<file path="src/rtl/mux_scan_pkg.sv">
// mux_scan_pkg: shared types and helpers for the 16:1 mux scan controller.
// Provides the FSM state enum, channel-count / select-width constants and
// the next_set_bit() search used by the priority encoder.
package mux_scan_pkg;

  localparam int N_CH  = 16;
  localparam int SEL_W = 4;

  typedef enum logic [1:0] {
    ST_IDLE   = 2'd0,
    ST_SETTLE = 2'd1,
    ST_SAMPLE = 2'd2,
    ST_DONE   = 2'd3
  } state_t;

  typedef struct packed {
    logic             found;
    logic [SEL_W-1:0] idx;
  } srch_t;

  // Lowest set bit of mask whose index is >= lo. lo is one bit wider than a
  // select so that "above channel 15" (lo = 16) reports not-found.
  function automatic srch_t next_set_bit(input logic [N_CH-1:0] mask,
                                         input logic [SEL_W:0]  lo);
    srch_t r;
    r = '0;
    // Walk downwards so the last hit, i.e. the lowest index, wins.
    for (int i = N_CH - 1; i >= 0; i--) begin
      if (mask[i] && (i >= int'(lo))) begin
        r.found = 1'b1;
        r.idx   = i[SEL_W-1:0];
      end
    end
    return r;
  endfunction

endpackage

</file>
<file path="src/rtl/mux_scan_prienc.sv">
// Masked priority encoder: lowest set bit of mask at index >= lo.
// Latency: purely combinational, zero cycles.
// Backpressure: none; output follows inputs every cycle.
// Ports: mask (channel enables), lo (search floor, 0..16),
//        found (a channel exists), idx (its index, valid when found).
module mux_scan_prienc
  import mux_scan_pkg::*;
(
  input  logic [N_CH-1:0]  mask,
  input  logic [SEL_W:0]   lo,
  output logic             found,
  output logic [SEL_W-1:0] idx
);

  srch_t res;

  always_comb begin
    res = next_set_bit(mask, lo);
  end

  assign found = res.found;
  assign idx   = res.idx;

endmodule

</file>
<file path="src/rtl/mux_scan_ctrl.sv">
// Scan controller: walks the 16:1 mux select over enabled channels, settles, samples.
// Latency: start-to-done 1 + n_enabled*(SETTLE_CYC+1) cycles, done is a 1-cycle pulse.
// Backpressure: start is only honoured in IDLE (and DONE with MUX_SCAN_AUTO_RESTART_EN); others dropped.
// Ports: clk/rst_n (async active-low), start, ch_mask (latched on accept), mux_o (mux output bit),
//        sel (mux select), busy, done, sample_vec (bit i = mux_o seen with sel=i).
// Optional macro MUX_SCAN_AUTO_RESTART_EN: a start held high in DONE relaunches without visiting IDLE.
module mux_scan_ctrl
  import mux_scan_pkg::*;
#(
  parameter int SETTLE_CYC = 1
) (
  input  logic             clk,
  input  logic             rst_n,
  input  logic             start,
  input  logic [N_CH-1:0]  ch_mask,
  input  logic             mux_o,
  output logic [SEL_W-1:0] sel,
  output logic             busy,
  output logic             done,
  output logic [N_CH-1:0]  sample_vec
);

  // Last settle count before sampling; unused when SETTLE_CYC is 0.
  localparam logic [3:0] SETTLE_LAST = (SETTLE_CYC == 0) ? 4'd0 : 4'(SETTLE_CYC - 1);
  // With no settle time a channel goes straight to SAMPLE.
  localparam state_t CH_ENTRY = (SETTLE_CYC == 0) ? ST_SAMPLE : ST_SETTLE;

  state_t            state_q, state_d;
  logic [SEL_W-1:0]  sel_q, sel_d;
  logic [N_CH-1:0]   mask_q, mask_d;
  logic [N_CH-1:0]   vec_q, vec_d;
  logic [3:0]        cnt_q, cnt_d;
  logic              busy_q, done_q;
  logic              launch;

  logic              first_found, nxt_found;
  logic [SEL_W-1:0]  first_idx, nxt_idx;
  logic [SEL_W:0]    nxt_lo;

  // First channel comes from the live mask (it is latched on the same edge);
  // subsequent channels come from the latched copy, strictly above sel.
  assign nxt_lo = {1'b0, sel_q} + {{SEL_W{1'b0}}, 1'b1};

  mux_scan_prienc u_first (
    .mask  (ch_mask),
    .lo    ('0),
    .found (first_found),
    .idx   (first_idx)
  );

  mux_scan_prienc u_next (
    .mask  (mask_q),
    .lo    (nxt_lo),
    .found (nxt_found),
    .idx   (nxt_idx)
  );

  always_comb begin
    state_d = state_q;
    sel_d   = sel_q;
    mask_d  = mask_q;
    vec_d   = vec_q;
    cnt_d   = cnt_q;
    launch  = 1'b0;

    case (state_q)
      ST_IDLE: begin
        launch = start;
      end
      ST_SETTLE: begin
        if (cnt_q == SETTLE_LAST) begin
          cnt_d   = '0;
          state_d = ST_SAMPLE;
        end else begin
          cnt_d = cnt_q + 4'd1;
        end
      end
      ST_SAMPLE: begin
        vec_d[sel_q] = mux_o;
        if (nxt_found) begin
          sel_d   = nxt_idx;
          cnt_d   = '0;
          state_d = CH_ENTRY;
        end else begin
          state_d = ST_DONE;
        end
      end
      ST_DONE: begin
        state_d = ST_IDLE;
`ifdef MUX_SCAN_AUTO_RESTART_EN
        launch = start;
`endif
      end
      default: state_d = ST_IDLE;
    endcase

    // Accepted start: latch mask, drop old results, jump to first channel.
    // An empty mask still completes, but without ever raising busy.
    if (launch) begin
      mask_d = ch_mask;
      vec_d  = '0;
      cnt_d  = '0;
      if (first_found) begin
        sel_d   = first_idx;
        state_d = CH_ENTRY;
      end else begin
        state_d = ST_DONE;
      end
    end
  end

  always_ff @(posedge clk or negedge rst_n) begin
    if (!rst_n) begin
      state_q <= ST_IDLE;
      sel_q   <= '0;
      mask_q  <= '0;
      vec_q   <= '0;
      cnt_q   <= '0;
      busy_q  <= 1'b0;
      done_q  <= 1'b0;
    end else begin
      state_q <= state_d;
      sel_q   <= sel_d;
      mask_q  <= mask_d;
      vec_q   <= vec_d;
      cnt_q   <= cnt_d;
      // Flags are registered decodes of the next state so they line up
      // exactly with the state they describe.
      busy_q  <= (state_d == ST_SETTLE) || (state_d == ST_SAMPLE);
      done_q  <= (state_d == ST_DONE);
    end
  end

  assign sel        = sel_q;
  assign busy       = busy_q;
  assign done       = done_q;
  assign sample_vec = vec_q;

endmodule

</file>
<file path="config.mk">
export PLATFORM = sky130hd
export DESIGN_NAME = mux_scan_ctrl
export DESIGN_NICKNAME = d
export VERILOG_FILES = /design/src/rtl/mux_scan_pkg.sv /design/src/rtl/mux_scan_prienc.sv /design/src/rtl/mux_scan_ctrl.sv
export SDC_FILE = /design/constraint.sdc
export NUM_CORES = 1
export LEC_CHECK = 0
export BUFFER_PORTS_ARGS = -buffer_cell sky130_fd_sc_hd__buf_4
export CAP_MARGIN = 0
export CORE_UTILIZATION = 30
export CTS_BUF_LIST = sky130_fd_sc_hd__clkbuf_4 sky130_fd_sc_hd__clkbuf_8
export DETAILED_ROUTE_END_ITERATION = 8
export GPL_TIMING_DRIVEN = 0
export SYNTH_ARGS = -nofsm -noshare
export SYNTH_HDL_FRONTEND = slang
export SYNTH_HIERARCHICAL = 1
export SYNTH_SLANG_ARGS = --single-unit
</file>
<file path="constraint.sdc">
create_clock -name clk -period 2.68 [get_ports clk]
set_input_delay 0.536 -clock clk [delete_from_list [all_inputs] [get_ports clk]]
set_output_delay 0.536 -clock clk [all_outputs]
set_load 0.01 [all_outputs]
</file>
Word-level counts from Yosys, hierarchy flattened --
Cells that the tools add are included.
Storage, ports and cells: register bits after elaboration 44, output and inout bits 22, input port bits 20, logic and storage cells 108
Cells by class: equal/unequal tests 7, add/sub/neg operators 2, reductions and logical operators 23, multiplexer cells 51, order comparisons 18
Operators with widths (number):
- 5-bit 2-to-1 mux | 32
- 4-bit by 5-bit greater-or-equal comparator with 1-bit output (first input constant) | 8
- 16-bit 2-to-1 mux | 2
- 4-bit 2-to-1 mux | 7
- 3-bit by 5-bit greater-or-equal comparator with 1-bit output (first input constant) | 4
- 1-bit logical AND | 17
- 16-bit bitwise mux | 1
- 1-bit by 5-bit greater-or-equal comparator with 1-bit output (first input constant) | 2
- 2-bit by 5-bit greater-or-equal comparator with 1-bit output (first input constant) | 2
- 2-bit == test (second input constant) | 4
- 2-bit 2-to-1 mux | 4
- 4-bit one-hot mux with 2 select lines | 1
- 2-bit one-hot mux with 3 select lines | 1
- 4-bit by 1-bit adder with 5-bit output (second input constant) | 1
- 4-bit by 5-bit less-than comparator with 1-bit output (second input constant) | 1
- 4-bit by 1-bit adder with 4-bit output (second input constant) | 1
- 1-bit demux with 4-bit select | 1
- 2-bit by 1-bit == test with 1-bit output (second input constant) | 2
- 4-bit by 1-bit greater-or-equal comparator with 1-bit output (second input constant) | 1
- 4-bit logical NOT | 1
- 3-bit by 2-bit inequality test with 1-bit output (second input constant) | 1
- 3-bit nonzero test | 1
- 2-bit logical NOT | 1
- 1-bit 2-to-1 mux | 2
- other kinds (3) | 3

Longest topological paths before layout --
Gate-level depths: netlist of the first run.
depth after elaboration 24, depth in mapped cells 13, depth with buffers taken out 11

Hierarchy --
The synthesis of the first run kept the hierarchy.
By module, submodules not included:
- mux_scan_ctrl | area an instance 2118.3 um2, sequential area each 1101.1 um2, cells an instance 191, instances 1
- mux_scan_prienc | area an instance 419.2 um2, sequential area each 0.0 um2, cells an instance 68, instances 2

Least setup slack after synthesis of the first run --
OpenSTA, ideal clock, no wires.
path kind register to register, from register sel_q[0], in the netlist sel[0], to register busy_q, in the netlist busy, data arrival time 2.479 ns, data required time 2.554 ns, setup slack 0.075 ns, period minus slack after synthesis 2.605 ns, path buffers 0, setup time 0.126 ns, stages on the path, launching flop included 12, cells stage by stage dfrtp_1 -> ha_1 -> and3_1 -> nor3_4 -> and3_1 -> nor2_1 -> nand4_1 -> nand2b_1 -> nand2b_1 -> o21ba_2 -> a21oi_1 -> ha_1
Between the ends: longest elaborated chain between the ends 24, elaborated cells on any way between the ends 55, classes of those cells 1 x add/sub; 16 x order compare; 2 x eq/ne; 19 x mux; 17 x reduce/logical
Ends and longest elaborated chain:
- start: declaration | RTL line mux_scan_ctrl.sv:29 | logic [SEL_W-1:0] sel_q, sel_d;
- start signal: assignment | RTL line mux_scan_ctrl.sv:123 | sel_q <= sel_d;
- 4-bit by 1-bit adder with 5-bit output (*) | RTL line mux_scan_ctrl.sv:42 | assign nxt_lo = {1'b0, sel_q} + {{SEL_W{1'b0}}, 1'b1};
- net nxt_lo[4] | RTL line mux_scan_ctrl.sv:38 | logic [SEL_W:0] nxt_lo;
- 4-bit by 5-bit greater-or-equal comparator with 1-bit output | RTL line mux_scan_pkg.sv:29 | if (mask[i] && (i >= int'(lo))) begin
- 1-bit logical AND | RTL line mux_scan_pkg.sv:29
- 5-bit 2-to-1 mux (15 in series) | RTL line mux_scan_pkg.sv:29
- 5-bit 2-to-1 mux (*) | RTL line mux_scan_pkg.sv:29
- net nxt_found | RTL line mux_scan_ctrl.sv:36 | logic first_found, nxt_found;
- 2-bit 2-to-1 mux (*) | RTL line mux_scan_ctrl.sv:80 | if (nxt_found) begin
- 2-bit one-hot mux with 3 select lines (*) | RTL line mux_scan_ctrl.sv:66 | case (state_q)
- 2-bit 2-to-1 mux (*) | RTL line mux_scan_ctrl.sv:99 | if (launch) begin
- 2-bit by 1-bit == test with 1-bit output / 2-bit == test (equally long branches) | RTL line mux_scan_ctrl.sv:129 | busy_q <= (state_d == ST_SETTLE) || (state_d == ST_SAMPLE);
- 1-bit logical OR (*) | RTL line mux_scan_ctrl.sv:129
- end signal: assignment | RTL line mux_scan_ctrl.sv:129
- end: declaration | RTL line mux_scan_ctrl.sv:33 | logic busy_q, done_q;
Mark *: on every way through the listed nets, which the timed path passes. The rest lies on a longest branch. A chain may end at the register's enable or synchronous reset.

Worst setup path in the final report of the first run --
from register sel_q[2], in the netlist sel[2], to register busy_q, in the netlist busy
The elaborated chain is that of the path after synthesis.

==> results of run 1 <==
[worst max-delay path, stage by stage (launching register included)]
cell and delay [ns]:
dfrtp_1 0.41, buf_6 0.14, buf_6 0.13, xor2_4 0.18
buf_6 0.14, nor3_4 0.28, nand3_2 0.17, and2_4 0.19
nand4_1 0.11, nand2b_4 0.15, nand2b_4 0.12, o21ba_4 0.13
a21oi_2 0.05, ha_1 0.29
[Yosys cell counts, types with 3 or more instances]
| cell type | instances |
|---|---|
| a21boi_0 | 4 |
| a21oi_1 | 21 |
| and3_1 | 11 |
| and3b_1 | 3 |
| buf_2 | 5 |
| buf_4 | 10 |
| dfrtp_1 | 44 |
| ha_1 | 7 |
| inv_1 | 11 |
| mux2_1 | 4 |
| mux2_2 | 13 |
| mux2i_1 | 6 |
| nand2_1 | 22 |
| nand2b_1 | 6 |
| nand3_1 | 34 |
| nand3b_1 | 7 |
| nand4_1 | 19 |
| nor2_1 | 9 |
| nor2b_1 | 9 |
| o211ai_1 | 4 |
| o21ai_0 | 28 |
| o21ai_1 | 4 |
| o31ai_1 | 3 |
[layout make-up]
class | instances | area [um^2]
clock inverters | 2 | 38.8
fillers | 960 | 5520
clock buffers | 6 | 82.6
multi-input cells | 270 | 1880
well taps | 129 | 161
repair buffers | 55 | 415
flip-flops and latches | 44 | 1100
plain buffers | 16 | 120
inverters | 13 | 51.3
[metrics by stage]
stage / utilization [%] / setup TNS [ns] / power, mW
finish: 41.1 / 0 / 4.20
global route: 41.1 / -0.0855 / 4.51
CTS: 39.1 / 0 / 3.86
detailed placement: 37.2 / -1.11 / 3.22
global placement: 37.2 / -0.829 / 3.19
floorplan: - / 0 / 2.64
[cell families (layout without fill, tap and decap cells)]
kind of cell | Yosys count | after routing
buf+inv | 29 | 92
other cells | 1 | 17
xor+xnor | 2 | 2
simple gates | 132 | 132
flops | 44 | 44
compound gates | 89 | 89
fa+ha+maj | 7 | 7
mux | 23 | 23
[metal layers]
metal / share of wire (%) / GRT usage, % / wire (um) / vias to the layer above
li1: - / - / - / 1345
met1: 46 / 20.0 / 3550 / 1323
met2: 48 / 25.4 / 3640 / 87
met3: 4.8 / 2.62 / 363 / 6
met4: 1.1 / 3.90 / 87 / 0
met5: 0 / 0 / 0 / -
[state kept, by name, indices dropped and copies added, names as in the netlist]
| name | flops |
|---|---|
| busy | 1 |
| cnt_q | 4 |
| done | 1 |
| mask_q | 16 |
| sample_vec | 16 |
| sel | 4 |
| state_q | 2 |
[power breakdown]
group	leakage, nW	internal (mW)	switching, mW
Clock	0.0614	0.305	0.243
Combinational	1.12	1.21	1.32
Sequential	0.563	0.914	0.208
[what timing repair did]
item / 4_1_cts / 5_1_grt
pin swaps: 0 / 12
cloned: 0 / 2
setup endpoints to repair: 10 / 8
setup buffers: 3 / 9
resized for setup: 12 / 26
[worst paths after layout]
| kind | slack (ns) | endpoint | cells after the start |
|---|---|---|---|
| max in group asynchronous | 2.04 | sel[1] | 1 |
| worst max register to register | 0.06 | busy | 13 |
| min in group clk | 0.47 | cnt_q[3] | 1 |
| worst min register to register | 0.47 | cnt_q[3] | 1 |
| worst min-delay path | 0.23 | sample_vec[11] | 1 |
| worst max-delay path | 0.06 | busy | 13 |
==> results.sh, run 1 <==
export IMPL_synthSimpleGateAreaFrac_pct=25.9
export IMPL_critPathKind="reg -> reg"
export IMPL_crit_path_start_kind="flop"
export IMPL_synth_ff_latch_count=44
export IMPL_pre_cts_ws_ns=-0.345
export IMPL_drc=0
export IMPL_cts_tree="built"
export IMPL_worstMarginPinSlew_ns=0.560
export IMPL_postSynthCellCount=327
export IMPL_grt_pass1_wl_mm=12.2
export IMPL_die_height_um=101
export IMPL_clk_latency_ns=0.30
export IMPL_async_flop_share_pct=100
export IMPL_cts_hold_buf=0
export IMPL_synthMuxAreaShare_pct=8.51
export IMPL_setup_worst_path_end_class="flop"
export IMPL_fmax_mhz=381
export IMPL_place_area_um2=3490
export IMPL_synthTopCellsByArea="dfrtp_1 37%, nand3_1 5.8%, mux2_2 5.0%"
export IMPL_cts_max_level=2
export IMPL_grt_max_degree=45
export IMPL_nets=432
export IMPL_outcome="finished, final reports clean"
export IMPL_die_area_um2=10300
export IMPL_clockBufferDepth=2
export IMPL_drt_wl_total_mm=7.64
export IMPL_synthFlopType="dfrtp_1"
export IMPL_diodes=0
export IMPL_fin_hold_ws_ns=0.227
export IMPL_mappedNetlistArea_um2=2960
export IMPL_period_share_pct=97.8
export IMPL_cts_root_buf="clkbuf_8"
export IMPL_dp_cells=513
export IMPL_fin_crit_ns=2.62
export IMPL_firstDrtPassIters=4
export IMPL_antenna_found_initial=0
export IMPL_grt_usage_pct=15.1
export IMPL_synth_area_leader_cell="dfrtp_1"
export IMPL_drive_gt1_share_pct=31.0
export IMPL_irDropWorstVdd_v=0.000385
export IMPL_avgSynthCellArea_um2=9.04
export IMPL_grt_pass1_vias=2486
export IMPL_worstPathRequired_ns=2.86
export IMPL_layout_common_cells="59 x buf_4, 42 x dfrtp_1, 31 x nand3_1"
export IMPL_synth_adder_area_share_pct=2.96
export IMPL_powerDensity_nw_per_um2=1090
export IMPL_power_leakage_nw=1.74
export IMPL_cts_sinks=44
export IMPL_routed_via_count=2761
export IMPL_final_hold_violation_count=0
export IMPL_wl_per_cell_um=14.3
export IMPL_stdcell_count=535
export IMPL_io_buffers=41
export IMPL_path_clk_slew_ns=0.10
export IMPL_synth_distinct_cells=51
export IMPL_fin_skew_ns=0.00875
export IMPL_arrival_ns=2.80
export IMPL_die_w_um=101
export IMPL_reg2reg_from="sel[2]"
export IMPL_slew_violations=0
export IMPL_seq_area_frac_synth_pct=37.2
export IMPL_mostFrequentLayoutCell="buf_4"
export IMPL_place_congestion=0.890
export IMPL_initial_core_util_pct=31.5
export IMPL_io_pins=42
export IMPL_synth_edf_count=0
export IMPL_rows=35
export IMPL_worstPathMaxFanout=6
export IMPL_crit_path_start="sel[2]"
export IMPL_synth_compound_area_share_pct=19.5
export IMPL_setup_viol=0
export IMPL_design_area_um2=3850
export IMPL_relSlewSlack_pct=62.7
export IMPL_hp_class="in -> async"
export IMPL_synth_top_family_by_area="simple AND/OR/NAND/NOR gates"
export IMPL_core_area_um2=9370
export IMPL_dp_hpwl_mm=5.61
export IMPL_cts_buffers=5
export IMPL_ant_nets=0
export IMPL_maxCapViolCount=0
export IMPL_drtIter0Drc=116
export IMPL_syn_to_final_growth_pct=30.3
export IMPL_rsz0062_at_grt="true"
export IMPL_yosys_warnings=6
export IMPL_synth_top_cell_area_share_pct=37.2
export IMPL_fin_ws_ns=0.0587
export IMPL_grt_overflow_total=0
export IMPL_synth_xor_area_share_pct=0.592
export IMPL_routed_via_density=5.16
Power figures use the tool's default switching activity.
==> run 2, diff against run 1 <==
Settings changed: ABC_AREA from default to 1, CAP_MARGIN 0 to 20, CORE_UTILIZATION 30 to 50, PLACE_DENSITY from default to 0.74.
==> results.sh, run 2 <==
export IMPL_path_clk_slew_ns=0.08
export IMPL_layout_common_cells="158 x nand2_1, 48 x inv_1, 48 x buf_4"
export IMPL_cts_sinks=44
export IMPL_io_buffers=41
export IMPL_wl_per_cell_um=11.6
export IMPL_setup_viol=0
export IMPL_postSynthCellCount=413
export IMPL_rows=27
export IMPL_grt_usage_pct=23.5
export IMPL_power_frac_clock_pct=10.0
export IMPL_fin_ws_ns=0.0162
export IMPL_clockBufferDepth=2
export IMPL_arrival_ns=2.85
export IMPL_slowest_delay_ns=0.43
export IMPL_worstMarginPinSlew_ns=0.533
export IMPL_maxCapViolCount=0
export IMPL_critPathKind="reg -> reg"
export IMPL_drive_gt1_share_pct=18.6
export IMPL_fin_skew_ns=0.00823
export IMPL_outcome="finished, final reports clean"
export IMPL_worstPathRequired_ns=2.87
export IMPL_dp_cells=546
export IMPL_firstDrtPassIters=4
export IMPL_relSlewSlack_pct=64.4
export IMPL_worstPathMaxFanout=5
export IMPL_drt_wl_total_mm=6.47
export IMPL_routed_via_density=5.03
export IMPL_die_area_um2=5980
export IMPL_fmax_mhz=375
export IMPL_design_area_um2=3500
export IMPL_yosys_warnings=6
export IMPL_power_switching_mw=1.90
export IMPL_period_share_pct=99.4
export IMPL_p_int_mw=2.06
export IMPL_seq_area_frac_synth_pct=38.8
export IMPL_seq_power_share_pct=29.1
export IMPL_r2r_setup_slack_ns=0.02
export IMPL_combPwrFrac_pct=60.9
export IMPL_rsz0062_at_grt="true"
export IMPL_synth_distinct_cells=29
export IMPL_synth_ff_latch_count=44
export IMPL_cts_max_level=2
export IMPL_crit_chain="inv_1 > ha_2 > inv_1 > a31oi_4 > o21ai_1 > nand2_2 > nand2_1 > nor4_4 > nand2_2 > nor2_2 > nor2_1 > a21oi_1 > ha_1"
export IMPL_setup_worst_path_end_class="flop"
export IMPL_core_area_um2=5470
export IMPL_place_area_um2=3310
export IMPL_ant_nets=0
export IMPL_critPathSlowestCell="dfrtp_2"
export IMPL_nets=512
export IMPL_stdcell_count=557
export IMPL_die_height_um=77.3
export IMPL_synth_commonest_cells="159 x nand2_1, 48 x inv_1, 44 x dfrtp_1"
export IMPL_mappedNetlistArea_um2=2840
export IMPL_cp_endpoint="busy"
export IMPL_final_hold_violation_count=0
export IMPL_worstRegToRegCells=13
export IMPL_syn_to_final_growth_pct=23.5
export IMPL_synth_area_leader_cell="dfrtp_1"
export IMPL_slew_violations=0
export IMPL_synthTopCellsByArea="dfrtp_1 39%, nand2_1 21%, inv_1 6.3%"
export IMPL_clk_latency_ns=0.30
export IMPL_hp_class="in -> async"
export IMPL_timing_rr_end="busy"
export IMPL_place_congestion=0.924
export IMPL_cts_buffers=5
export IMPL_reg2reg_from="sel[0]"
export IMPL_drtIter0Drc=118
export IMPL_powerDensity_nw_per_um2=1130
export IMPL_io_pins=42
export IMPL_cts_tree="built"
export IMPL_synth_edf_count=0
export IMPL_crit_path_start="sel[0]"
export IMPL_irDropWorstVdd_v=0.000449
export IMPL_routed_via_count=2802
export IMPL_fin_hold_ws_ns=0.216
export IMPL_switching_share_pct=48.0
export IMPL_avgSynthCellArea_um2=6.87
export IMPL_mostFrequentLayoutCell="nand2_1"
export IMPL_drc=0
export IMPL_initial_core_util_pct=51.9
export IMPL_grt_overflow_total=0
export IMPL_yosysMostFrequentCell="nand2_1"
export IMPL_power_mw=3.97
export IMPL_crit_path_start_kind="flop"
export IMPL_synth_top_cell_area_share_pct=38.8
export IMPL_diodes=0
export IMPL_cts_root_buf="clkbuf_8"
export IMPL_pre_cts_ws_ns=-0.333
export IMPL_antenna_found_initial=0
export IMPL_grt_pass1_vias=2637
export IMPL_fin_crit_ns=2.66
export IMPL_dp_hpwl_mm=5.00
export IMPL_die_w_um=77.3
export IMPL_final_util_pct=64.0
export IMPL_setup_tns_ns=0
export IMPL_async_flop_share_pct=100
export IMPL_grt_pass1_wl_mm=11.2
export IMPL_grt_max_degree=45
export IMPL_synthFlopType="dfrtp_1"
export IMPL_power_leakage_nw=2.01
-- run 2: changes by cell type in the layout (fill, tap and decap cells not counted), moves of 13 or more --
cell / delta
nor2_1: +21
o21ai_0: -18
mux2_2: -13
nand2_1: +137
inv_1: +38
nand4_1: -15
a21oi_1: -14
-- run 2: cell type report --
| type | count | area (um^2) |
|---|---|---|
| Clock buffer | 6 | 76.3 |
| Sequential cell | 44 | 1100 |
| Clock inverter | 1 | 5.00 |
| Tap cell | 72 | 90.1 |
| Multi-Input combinational cell | 331 | 1660 |
| Buffer | 6 | 37.5 |
| Fill cell | 519 | 1970 |
| Timing Repair Buffer | 45 | 338 |
| Inverter | 52 | 195 |
-- run 2: worst min path at each step --
| stage | from | cells after the start | endpoint |
|---|---|---|---|
| after detailed placement | mask_q[15] | 2 | mask_q[15] |
| after global placement | mask_q[8] | 2 | mask_q[8] |
| after floorplan | rst_n | 0 | busy |
| after CTS | rst_n | 1 | cnt_q[0] |
| after global routing | rst_n | 1 | sample_vec[11] |
| final | rst_n | 1 | sample_vec[11] |
-- run 2: repair_timing --
item,CTS,global route
buffers inserted,3,1
endpoints found under the setup margin,11,9
resized for setup,11,4
hold buffers,0,0
pin swaps,3,1
-- run 2: per-layer routing --
layer / wire length [um] / vias to the layer above / GRT usage (%)
met3: 227 / 14 / 3.76
met5: 0 / - / 0
met1: 2840 / 1276 / 27.1
met4: 187 / 0 / 11.3
li1: - / 1448 / -
met2: 3210 / 64 / 42.2
-- run 2: cell families (layout without fill, tap and decap cells) --
logic type	Yosys count	after routing	synth area share, %
flops	44	44	38.8
buf+inv	58	110	8.20
fa+ha+maj	7	7	3.09
xor+xnor	2	2	0.617
compound gates	53	53	11.9
other cells	1	21	0.132
simple gates	248	248	37.2
-- run 2: power groups by stage --
stage | logic [mW] | clock network (mW) | registers (mW)
after floorplan | 1.51 | 0 | 1.20
after global placement | 2.12 | 0 | 1.15
after detailed placement | 2.18 | 0 | 1.16
after CTS | 2.30 | 0.414 | 1.15
after global routing | 2.70 | 0.435 | 1.19
final | 2.41 | 0.398 | 1.15
-- run 2: critical path: cells and delay by family, from the launching register on --
| kind | cells | cell delay (ns) |
|---|---|---|
| simple gates | 6 | 0.79 |
| fa+ha+maj | 2 | 0.66 |
| flops | 1 | 0.43 |
| compound gates | 3 | 0.41 |
| buf+inv | 2 | 0.26 |
